[src/rtl/fetch_stage_pkg.sv]
// Shared fetch/decode definitions: reset PC, NOP encoding, opcodes, fetch packet.
package fetch_stage_pkg;

  localparam logic [31:0] RESET_PC_DEFAULT = 32'h0000_0000;
  localparam logic [31:0] NOP_INST_DEFAULT = 32'h0000_0013;
  localparam int unsigned FETCH_PKT_W      = 64;

  typedef enum logic [6:0] {
    OPC_LOAD   = 7'h03,
    OPC_OP_IMM = 7'h13,
    OPC_AUIPC  = 7'h17,
    OPC_STORE  = 7'h23,
    OPC_OP     = 7'h33,
    OPC_LUI    = 7'h37,
    OPC_BRANCH = 7'h63,
    OPC_JALR   = 7'h67,
    OPC_JAL    = 7'h6F,
    OPC_SYSTEM = 7'h73
  } opcode_e;

  typedef struct packed {
    logic [31:0] pc;
    logic [31:0] inst;
  } fetch_pkt_t;

endpackage

[src/rtl/fetch_fifo.sv]
// Parameterised synchronous FIFO with flush; head is shown combinationally.
module fetch_fifo #(
  parameter int unsigned WIDTH = 32,
  parameter int unsigned DEPTH = 2
) (
  input  logic                     clk_i,
  input  logic                     rst_i,
  input  logic                     flush_i,
  input  logic                     push_i,
  input  logic [WIDTH-1:0]         data_i,
  input  logic                     pop_i,
  output logic [WIDTH-1:0]         head_o,
  output logic [$clog2(DEPTH):0]   count_o
);

  localparam int unsigned AW = $clog2(DEPTH);

  logic [WIDTH-1:0] mem_q [DEPTH];
  logic [AW-1:0]    wr_q, rd_q;
  logic [AW:0]      count_q;
  logic             do_push, do_pop;

  always_comb begin
    do_pop  = pop_i && (count_q != '0);
    do_push = push_i && ((count_q != (AW+1)'(DEPTH)) || do_pop);
    head_o  = mem_q[rd_q];
    count_o = count_q;
  end

  always_ff @(posedge clk_i) begin
    if (do_push) mem_q[wr_q] <= data_i;
  end

  // Flush beats a same-cycle push/pop: the entries are discarded anyway.
  always_ff @(posedge clk_i) begin
    if (rst_i || flush_i) begin
      wr_q    <= '0;
      rd_q    <= '0;
      count_q <= '0;
    end else begin
      if (do_push) wr_q <= wr_q + AW'(1);
      if (do_pop)  rd_q <= rd_q + AW'(1);
      count_q <= count_q + (AW+1)'(do_push) - (AW+1)'(do_pop);
    end
  end

endmodule

[src/rtl/fetch_stage.sv]
// Instruction-fetch stage: credit-limited imem requests, tag/instruction FIFOs, redirect kill.
// Optional macro FETCH_PERF_CNT_EN adds perf_fetched/perf_killed counters.
module fetch_stage
  import fetch_stage_pkg::*;
#(
  parameter logic [31:0] RESET_PC   = RESET_PC_DEFAULT,
  parameter int unsigned FIFO_DEPTH = 2,
  parameter logic [31:0] NOP_INST   = NOP_INST_DEFAULT
) (
  input  logic        clk,
  input  logic        rst,
  output logic        imem_req_valid,
  input  logic        imem_req_ready,
  output logic [31:0] imem_req_addr,
  input  logic        imem_rsp_valid,
  input  logic [31:0] imem_rsp_data,
  input  logic        redirect_valid,
  input  logic [31:0] redirect_pc,
  output logic        id_valid,
  input  logic        id_ready,
  output logic [31:0] id_inst,
  output logic [31:0] id_pc
`ifdef FETCH_PERF_CNT_EN
  ,
  output logic [31:0] perf_fetched,
  output logic [31:0] perf_killed
`endif
);

  localparam int unsigned CW = $clog2(FIFO_DEPTH) + 1;
  localparam int unsigned SW = CW + 2;

  logic [31:0]   pc_q, pc_d;
  logic [CW-1:0] kill_cnt_q, kill_cnt_d;
  logic [CW-1:0] outstanding, fifo_count;
  logic [SW-1:0] credit_used;
  logic [31:0]   tag_pc;
  fetch_pkt_t    head;
  logic          req_fire, rsp_live, rsp_kill, id_fire;
  logic          unused_redirect_lsbs;

  always_comb begin
    credit_used    = SW'(outstanding) + SW'(fifo_count) + SW'(kill_cnt_q);
    imem_req_valid = !rst && !redirect_valid && (credit_used < SW'(FIFO_DEPTH));
    imem_req_addr  = pc_q;
    req_fire       = imem_req_valid && imem_req_ready;
    rsp_kill       = imem_rsp_valid && (kill_cnt_q != '0);
    rsp_live       = imem_rsp_valid && (kill_cnt_q == '0);
    id_fire        = id_valid && id_ready;
    unused_redirect_lsbs = ^redirect_pc[1:0];
  end

  // Killed responses are always older than live ones, so they never pop tags;
  // on redirect the live count migrates into kill_cnt and the tag FIFO is flushed.
  always_comb begin
    pc_d       = pc_q;
    kill_cnt_d = kill_cnt_q;
    if (redirect_valid) begin
      pc_d       = {redirect_pc[31:2], 2'b00};
      kill_cnt_d = outstanding + kill_cnt_q - CW'(imem_rsp_valid);
    end else begin
      if (req_fire) pc_d = pc_q + 32'd4;
      if (rsp_kill) kill_cnt_d = kill_cnt_q - CW'(1);
    end
  end

  always_ff @(posedge clk) begin
    if (rst) begin
      pc_q       <= RESET_PC;
      kill_cnt_q <= '0;
    end else begin
      pc_q       <= pc_d;
      kill_cnt_q <= kill_cnt_d;
    end
  end

  fetch_fifo #(.WIDTH(32), .DEPTH(FIFO_DEPTH)) u_tag_fifo (
    .clk_i   (clk),
    .rst_i   (rst),
    .flush_i (redirect_valid),
    .push_i  (req_fire),
    .data_i  (pc_q),
    .pop_i   (rsp_live),
    .head_o  (tag_pc),
    .count_o (outstanding)
  );

  fetch_fifo #(.WIDTH(FETCH_PKT_W), .DEPTH(FIFO_DEPTH)) u_inst_fifo (
    .clk_i   (clk),
    .rst_i   (rst),
    .flush_i (redirect_valid),
    .push_i  (rsp_live),
    .data_i  ({tag_pc, imem_rsp_data}),
    .pop_i   (id_fire),
    .head_o  (head),
    .count_o (fifo_count)
  );

  always_comb begin
    id_valid = (fifo_count != '0);
    id_inst  = id_valid ? head.inst : NOP_INST;
    id_pc    = id_valid ? head.pc   : pc_q;
  end

`ifdef FETCH_PERF_CNT_EN
  logic [31:0] perf_fetched_q, perf_killed_q;

  always_ff @(posedge clk) begin
    if (rst) begin
      perf_fetched_q <= '0;
      perf_killed_q  <= '0;
    end else begin
      if (id_fire) perf_fetched_q <= perf_fetched_q + 32'd1;
      if (imem_rsp_valid && ((kill_cnt_q != '0) || redirect_valid))
        perf_killed_q <= perf_killed_q + 32'd1;
    end
  end

  always_comb begin
    perf_fetched = perf_fetched_q;
    perf_killed  = perf_killed_q;
  end
`endif

endmodule

[config.mk]
export PLATFORM = sky130hd
export DESIGN_NAME = fetch_stage
export DESIGN_NICKNAME = d
export VERILOG_FILES = /design/src/rtl/fetch_stage_pkg.sv /design/src/rtl/fetch_fifo.sv /design/src/rtl/fetch_stage.sv
export SDC_FILE = /design/constraint.sdc
export NUM_CORES = 1
export LEC_CHECK = 0
export CAP_MARGIN = 20
export CORE_ASPECT_RATIO = 2
export CORE_MARGIN = 4
export CORE_UTILIZATION = 40
export DETAILED_ROUTE_END_ITERATION = 8
export REMOVE_ABC_BUFFERS = 1
export SYNTH_ARGS = -nofsm -noshare
export SYNTH_HDL_FRONTEND = slang
export SYNTH_SLANG_ARGS = --single-unit
[constraint.sdc]
create_clock -name clk -period 8.1 [get_ports clk]
set_input_delay 2.025 -clock clk [delete_from_list [all_inputs] [get_ports clk]]
set_output_delay 2.025 -clock clk [all_outputs]
set_load 0.01 [all_outputs]
# After elaboration in Yosys (flattened, before gate mapping)
# Memory sizes are Yosys's and may differ from the RTL's. A register that Yosys moved wholly into a read port is not among the register bits.
# Cells that the tools add are included.
# Widths: inputs -> output; s select.
# op_classes
add_sub_neg	14
multipliers	0
div_mod_pow	0
order_cmp	1
eq_ne	2
n_shift	0
muxes	14
bitwise_logic	0
n_reduce_logical	22
# op_table
operator	count
$mux 32	4
$add 32x3->32 const B	1
$logic_and 1x1->1	10
$reduce_bool 2->1	5
$mux 1	8
$sub 2x1->2	3
$add 1x1->1 const B	4
$add 2x1->2	2
$add 3x2->4	1
$lt 4x2->1 const B	1
$mux 2	2
$ne 2x2->1 const B	2
$add 2x2->3	1
$logic_or 1x1->1	3
$add 2x2->2	1
$logic_not 1->1	2
$logic_not 2->1	1
$reduce_or 2->1	1
$sub 2x1->2 const B	1
# totals
regBits	42
latchBits	0
ramBits	192
rom_bits	0
memories	2
# mem_list
name	depth	word_bits	rd	rd_clocked_by_memory_dff	write_ports	line_no	rtl
u_inst_fifo.mem_q	2	64	1	1	1	fetch_fifo.sv:18	logic [WIDTH-1:0] mem_q [DEPTH];
u_tag_fifo.mem_q	2	32	1	1	1	fetch_fifo.sv:18	

# Depth between registers and ports, before layout
# Gate-level depths: netlist of the first run.
# depth
depth_word	8
mapped_depth	11
ltp_nobuf	10

# Modules after synthesis
# From an unflattened synthesis of the first run, not the netlist that was laid out.
# hier_totals
hier_cells	682
hier_area_um2	10481.3
# modules_own_cells
module	n_inst	cells_per_inst	area_each_um2
fetch_fifo at u_inst_fifo	1	224	5163.7
fetch_fifo at u_tag_fifo	1	125	2676.3
fetch_stage	1	333	2641.3

# Worst setup path before layout of the first run
# OpenSTA, ideal clock, no wires.
# synth_timing
kind	input to register
from	input port imem_rsp_valid
to	memory u_inst_fifo.mem_q[0][0] in the netlist's numbering, enable pin
setup_ns	0.558
arrival_ns	6.380
required_ns	7.542
slack_ns	1.162
stages	2
cell_sequence	nand2_1 > nor3_1
# synth_between
elab_chain_cells	4
# synth_lines
element	line_no	rtl
from (decl)	fetch_stage.sv:15	input logic imem_rsp_valid,
$logic_and 1x1->1	fetch_stage.sv:48	rsp_live = imem_rsp_valid && (kill_cnt_q == '0);
$logic_and 1x1->1	fetch_fifo.sv:25	do_push = push_i && ((count_q != (AW+1)'(DEPTH)) || do_pop);
$mux 1	fetch_fifo.sv:31	if (do_push) mem_q[wr_q] <= data_i;
$mux 1 (implied by the code)	fetch_fifo.sv:31	
to (decl)	fetch_fifo.sv:18	
# Every way passes these cells.

# Worst setup path after layout of the first run
# layout_timing
from	input port rst
to	output port imem_req_valid
# layout_between
elab_chain_cells	3
# layout_lines
element	line_no	rtl
from (decl)	fetch_stage.sv:11	input logic rst,
$logic_not 1->1	fetch_stage.sv:44	imem_req_valid = !rst && !redirect_valid && (credit_used < SW'(FIFO_DEPTH));
$logic_and 1x1->1 (2 in a row)	fetch_stage.sv:44	
to (decl)	fetch_stage.sv:12	output logic imem_req_valid,
# Every way passes these cells.

==> metrics.md, run 1 <==
| Metric | Value |
|---|---|
| N_diodes | 0 |
| Die area | 0.0267 mm² |
| Num CTS Buffers | 21 |
| H-tree Lvls | 1 |
| Routed vias/inst | 5.37 |
| Tmin final | 6.12 ns |
| CP max stage delay | 0.59 ns |
| Most Frequent Cell on Critical Path | clkdlybuf4s50_1 |
| Row cnt | 80 |
| Worst path arrival time | 4.10 ns |
| # IOs | 168 |
| Placed insts | 1131 |
| FF+latch count, synth | 226 |
| CP top delay family | buffers and inverters |
| Post-DP Area | 0.0115 mm² |
| PortBufs | 161 |
| Largest net degree at the start of global routing | 63 |
| Vias in the first global route | 6283 |
| Max Root-Sink Buffers | 3 |
| Crit-path max FO | 43 |
| Total detailed-routing wirelength | 23000 µm |
| First-pass GRT wire length | 35400 µm |
| Synthesized area | 0.00962 mm² |
| Die height | 227 µm |
| Rel. slew slack | 33.9% |
| Total global-route track usage | 16.7% |
| Critical path required time | 6.08 ns |
| Unrepaired setup endpoints after global routing | no |
| Crit path cell chain | clkdlybuf4s50_1, buf_4, or2_1, nor4b_1, clkdlybuf4s50_1 |
| Worst Path Buf+Inv | 3 |
| Distinct cell type count after synthesis | 58 |
| PwrDens | 221 mW/mm² |
| Tcrit/Tclk final | 75.6% |
| Gate Count Post-Synth | 717 |
| Final setup TNS | 0 ns |
| CP max stage cell | clkdlybuf4s50_1 |
| Commonest cells after routing, fill and taps aside | 184 x edfxtp_1, 161 x clkdlybuf4s50_1, 70 x nand2_1 |
| Final hold violations | 0 |
| Sink Count | 226 |
| Detail Placement HPWL | 15000 µm |
| Pleak | 3.96 nW |
| Fill count | 2113 |
| Status | finished clean |
| Share of flip-flops with an asynchronous set or reset | 0% |
| Residual DRC | 0 |
| Tightest Pin Transition | 0.989 ns |
| WL/cell | 19.7 µm |
| Number of synthesized flops with an enable pin | 184 |
| Effective utilization at floorplan | 40.4% |
| GR Overflow Total | 0 |
| Routability Congestion | 0.813 |
| Slew Limit Fails | 0 |
| Layout area overhead | 26.3% |
| Ys flop type | edfxtp_1 |
| Startpoint types | input pin |
| Final instance area | 0.0121 mm² |
| Core Footprint | 0.0238 mm² |
| Antenna Violating Nets Remaining | 0 |
| Nets@finish | 949 |
| Crit path kind | in -> out |
| Final count of negative-setup-slack endpoints | 0 |
| Die width | 118 µm |
| Clk_skew | 0.0147 ns |
| Initial DRC count | 390 |
| Hold-fix buffers, CTS | 0 |
| CTS tree | yes |
| Yosys Warn Count | 0 |
| Max Clk Rate | 163 MHz |
| Clk slew on worst S/H paths | 0.06 ns |
| Initial antenna violation count | 0 |
| Hold crit path type | reg -> reg |
| Vias | 6274 |
| Clock Latency Late Sink | 0.49 ns |
| Commonest non-fill, non-tap cell in the layout | edfxtp_1 |
| Final Non-Filler Cells | 1168 |
| First-pass detailed-route iteration total | 5 |
| Share of cells above drive strength 1 | 9.31% |
| Register area share after synthesis | 66.2% |
| Max-cap violations | 0 |
| Syn Area/Cell | 13.4 µm² |
| Postcts setup bufs | 0 |
| Worst setup EP type | primary output |
| Cts repair resizes | 0 |
| Clock root cell | clkbuf_16 |
| Worst IR drop on VDD | 0.179 mV |
[cells in the mapped netlist, drive strengths merged, types with 4 or more instances]
library cell | count | area share (%)
and4 | 4 | 0.36
a21oi | 6 | 0.31
inv | 13 | 0.51
nand4 | 15 | 1.3
mux2 | 30 | 3.5
nand3 | 17 | 1.0
o31ai | 6 | 0.47
and2 | 8 | 0.52
nor2 | 58 | 2.3
o311ai | 8 | 0.73
a211oi | 4 | 0.31
dfxtp | 42 | 8.7
and3 | 8 | 0.52
a311oi | 11 | 1.0
nand2 | 70 | 2.7
buf | 19 | 1.1
or4 | 12 | 0.94
o21ai | 34 | 1.8
or3 | 7 | 0.46
xnor2 | 10 | 0.91
edfxtp | 184 | 57
a31oi | 7 | 0.46
clkbuf | 26 | 1.0
ha | 11 | 1.4
xor2 | 6 | 0.55
mux2i | 62 | 6.5
[final cells by class]
cell class	instances	area, µm²	share of cell area [%]
clock buffers	26	564	4.65
clock inverters	11	96.3	0.793
inverters	14	52.6	0.433
multi-input cells	435	3030	25.0
flip-flops and latches	226	6370	52.4
well taps	287	359	2.96
repair buffers	169	1670	13.8
[per-layer routing]
metal / up-vias / GRT usage [%] / share of wire [%]
met4: 0 / 5.30 / 2.5
met2: 176 / 32.3 / 55
li1: 2999 / - / -
met3: 32 / 1.84 / 4.1
met5: - / 0 / 0
met1: 3067 / 19.3 / 38
[final timing paths]
kind | from | end | slack (ns) | depth (start not counted)
setup / recovery | rst | imem_req_valid | 1.98 | 5
hold / removal | u_inst_fifo.rd_q | u_inst_fifo.rd_q | 0.52 | 2
setup reg to reg | u_tag_fifo.count_o[1] | u_tag_fifo.mem_q[1][21] | 4.13 | 8
hold reg to reg | u_inst_fifo.rd_q | u_inst_fifo.rd_q | 0.52 | 2
[tightest hold or removal path: cells and delay by family, from the launching register on]
family,cells,cell delay (ns)
xor+xnor,1,0.08
flops,1,0.33
simple gates,1,0.08
[metrics by stage]
| stage | setup WS, ns | power, W | hold slack (ns) | util [%] |
|---|---|---|---|---|
| finish | 1.98 | 0.00268 | 0.524 | 51.0 |
| global route | 1.84 | 0.00280 | 0.556 | 51.0 |
| CTS | 1.95 | 0.00272 | 0.525 | 51.0 |
| detailed placement | 1.97 | 0.00178 | 0.500 | 48.2 |
| global placement | 1.98 | 0.00177 | 0.495 | 48.2 |
| floorplan | 1.16 | 0.00156 | 0.481 | - |
[sequential cells by signal (all words and copies together) (netlist names), named ones only]
name	cells
u_inst_fifo.mem_q	124
u_tag_fifo.mem_q	60
imem_req_addr	30
kill_cnt_q	2
u_inst_fifo.count_o	2
u_tag_fifo.count_o	2
u_inst_fifo.rd_q	1
u_inst_fifo.wr_q	1
u_tag_fifo.rd_q	1
u_tag_fifo.wr_q	1
[where the power goes]
part,internal (W),switching [W],total [W]
Clock,0.000531,0.000413,0.000944
Sequential,0.00133,0.0000449,0.00138
Combinational,0.000175,0.000188,0.000364
Total,0.00204,0.000646,0.00268
[logic make-up (layout without fill, tap and decap cells)]
| group | count (synthesis) | count (layout) | share of synthesized area, % |
|---|---|---|---|
| fa+ha+maj | 12 | 12 | 1.64 |
| mux | 92 | 92 | 9.96 |
| flops | 226 | 226 | 66.2 |
| xor+xnor | 16 | 16 | 1.46 |
| other cells | 1 | 4 | 0.0390 |
| compound gates | 92 | 92 | 6.43 |
| simple gates | 219 | 219 | 11.6 |
| buf+inv | 59 | 220 | 2.65 |
Note: power is estimated with default switching activity, not from simulation.
==> inputs of run 2 (changes only) <==
==> constraint.sdc (replaced) <==
create_clock -name clk -period 5.9 [get_ports clk]
set_input_delay 1.475 -clock clk [delete_from_list [all_inputs] [get_ports clk]]
set_output_delay 1.475 -clock clk [all_outputs]
set_load 0.01 [all_outputs]
==> metrics.md, run 2 (synthesis gave the netlist of run 1 again) <==
| Metric | Value |
|---|---|
| Clock Latency Late Sink | 0.50 ns (about the same) |
| Commonest cells after routing, fill and taps aside | 184 x edfxtp_1, 161 x clkdlybuf4s50_1, 70 x nand2_1 |
| Max Root-Sink Buffers | 3 (unchanged) |
| Worst path arrival time | 3.24 ns (-0.86 ns) |
| PwrDens | 301 mW/mm² (+36%) |
| NetSw | 0.000875 W (+35%) |
| Antenna Violating Nets Remaining | 0 (unchanged) |
| Core Footprint | 0.0238 mm² (unchanged) |
| First-pass GRT wire length | 35800 µm (+1.0%) |
| Vias in the first global route | 6362 (+1.3%) |
| Vias | 6314 (+0.64%) |
| Initial antenna violation count | 0 (unchanged) |
| Sw frac | 24.0% (-0.038 points) |
| Flop pwr share | 52.0% (+0.7 points) |
| Worst setup EP type | primary output |
| Cts repair resizes | 0 (unchanged) |
| Unrepaired setup endpoints after global routing | no |
| Nets@finish | 950 (+0.11%) |
| Die height | 227 µm (unchanged) |
| Most flops, register | u_inst_fifo.mem_q |
| Hold-fix buffers, CTS | 0 (unchanged) |
| Final Power | 0.00364 W (+36%) |
| Final Non-Filler Cells | 1169 (+0.086%) |
| Final count of negative-setup-slack endpoints | 0 (unchanged) |
| Routed vias/inst | 5.40 (+0.55%) |
| Largest net degree at the start of global routing | 63 (unchanged) |
| Fill count | 2107 (-0.28%) |
| Detail Placement HPWL | 15400 µm (+2.7%) |
| Max-cap violations | 0 (unchanged) |
| Clk_skew | 0.00818 ns (-0.00650 ns) |
| Crit-path max FO | 13 (-70%) |
| Slew Limit Fails | 0 (unchanged) |
| PortBufs | 161 (unchanged) |
| # IOs | 168 (unchanged) |
| Worst IR drop on VDD | 0.159 mV (-11%) |
| GR Overflow Total | 0 (unchanged) |
| Num CTS Buffers | 20 (-4.8%) |
| Crit path kind | in -> out |
| Placed insts | 1133 (+0.18%) |
| Routability Congestion | 0.801 (-1.5%) |
| Tightest Pin Transition | 1.06 ns (+0.0699 ns) |
| Max reg flops | 124 (unchanged) |
| Tcrit/Tclk final | 79.9% |
| Hold crit path type | reg -> reg |
| Commonest non-fill, non-tap cell in the layout | edfxtp_1 |
| FF-to-FF setup slack | 2.06 ns (-2.07 ns) |
| Residual DRC | 0 (unchanged) |
| Startpoint types | input pin |
| Final hold violations | 0 (unchanged) |
| Total detailed-routing wirelength | 23500 µm (+2.3%) |
| Sink Count | 226 (unchanged) |
| Clk pwr share | 34.2% (-1.0 points) |
| Rel. slew slack | 29.3% (-4.7 points) |
| Clk slew on worst S/H paths | 0.07 ns (about the same) |
| Layout area overhead | 26.0% |
| Postcts setup bufs | 0 (unchanged) |
| CTS tree | yes |
| P_int | 0.00277 W (+36%) |
| Share of cells above drive strength 1 | 8.96% (-0.35 points) |
| Critical path required time | 4.43 ns (-1.65 ns) |
| Effective utilization at floorplan | 40.4% (unchanged) |
| First-pass detailed-route iteration total | 5 (unchanged) |
| Pleak | 3.96 nW (-0.11%) |
| Row cnt | 80 (unchanged) |
| Status | finished clean |
| Die area | 0.0267 mm² (unchanged) |
| Die width | 118 µm (unchanged) |
| WL/cell | 20.1 µm (+2.3%) |
| Clock root cell | clkbuf_16 |
| Final setup TNS | 0 ns (unchanged) |
| Max Clk Rate | 212 MHz |
| Total global-route track usage | 17.2% (+0.44 points) |
| Gate power share | 13.8% (+0.3 points) |
| H-tree Lvls | 1 (unchanged) |
| N_diodes | 0 (unchanged) |
| Initial DRC count | 306 (-22%) |
| Tmin final | 4.71 ns |
==> run 2: cell types whose count changed in the layout (fill, tap and decap cells not counted), sizes merged <==
cell,previous run,this run
buf,8,10
clkinvlp,3,1
clkinv,7,9
inv,14,13
==> run 2: final cells by class <==
class                           count  area, µm²  share of cell area (%)
Tap cell                          287        359                    2.96
Timing Repair Buffer              171       1690                    13.9
Multi-Input combinational cell    435       3030                    25.0
Clock inverter                     10       72.6                   0.599
Sequential cell                   226       6370                    52.6
Clock buffer                       26        544                    4.49
Inverter                           14       52.6                   0.434
==> run 2: routing by layer <==
layer,up-vias,routed length [µm],share of wire [%],global-route usage (%)
li1,3000,-,-,-
met1,3076,8720,37,18.7
met2,194,13000,55,33.5
met3,44,965,4.1,1.69
met4,0,848,3.6,7.46
met5,-,0,0,0
==> run 2: through the flow <==
stage                     instance area (µm²)  hold slack (ns)  worst slack (ns)  util (%)
after detailed placement                11500            0.504              1.20      48.3
after global routing                    12100            0.544             0.999      50.9
after global placement                  11500            0.494              1.19      48.3
after CTS                               12100            0.528              1.18      50.9
after floorplan                          9430            0.481            -0.488         -
final                                   12100            0.524              1.19      50.9
==> run 2: critical path: stages <==
cell	delay, ns
clkdlybuf4s50_1	0.41
or2_1	0.42
nor4b_1	0.34
clkdlybuf4s50_1	0.59
==> run 2: power by group through the flow <==
stage / clock, W / combinational (W) / sequential, W
final: 0.00125 / 0.000502 / 0.00189
after global routing: 0.00134 / 0.000549 / 0.00190
after CTS: 0.00128 / 0.000514 / 0.00189
after detailed placement: 0 / 0.000512 / 0.00193
after global placement: 0 / 0.000508 / 0.00193
after floorplan: 0 / 0.000228 / 0.00192
==> run 2: worst paths after layout <==
kind,from,end,cells past startpoint
setup reg to reg,u_inst_fifo.count_o[1],u_tag_fifo.mem_q[0][15],7
setup / recovery,redirect_valid,imem_req_valid,4
hold reg to reg,u_inst_fifo.rd_q,u_inst_fifo.rd_q,2
hold / removal,u_inst_fifo.rd_q,u_inst_fifo.rd_q,2
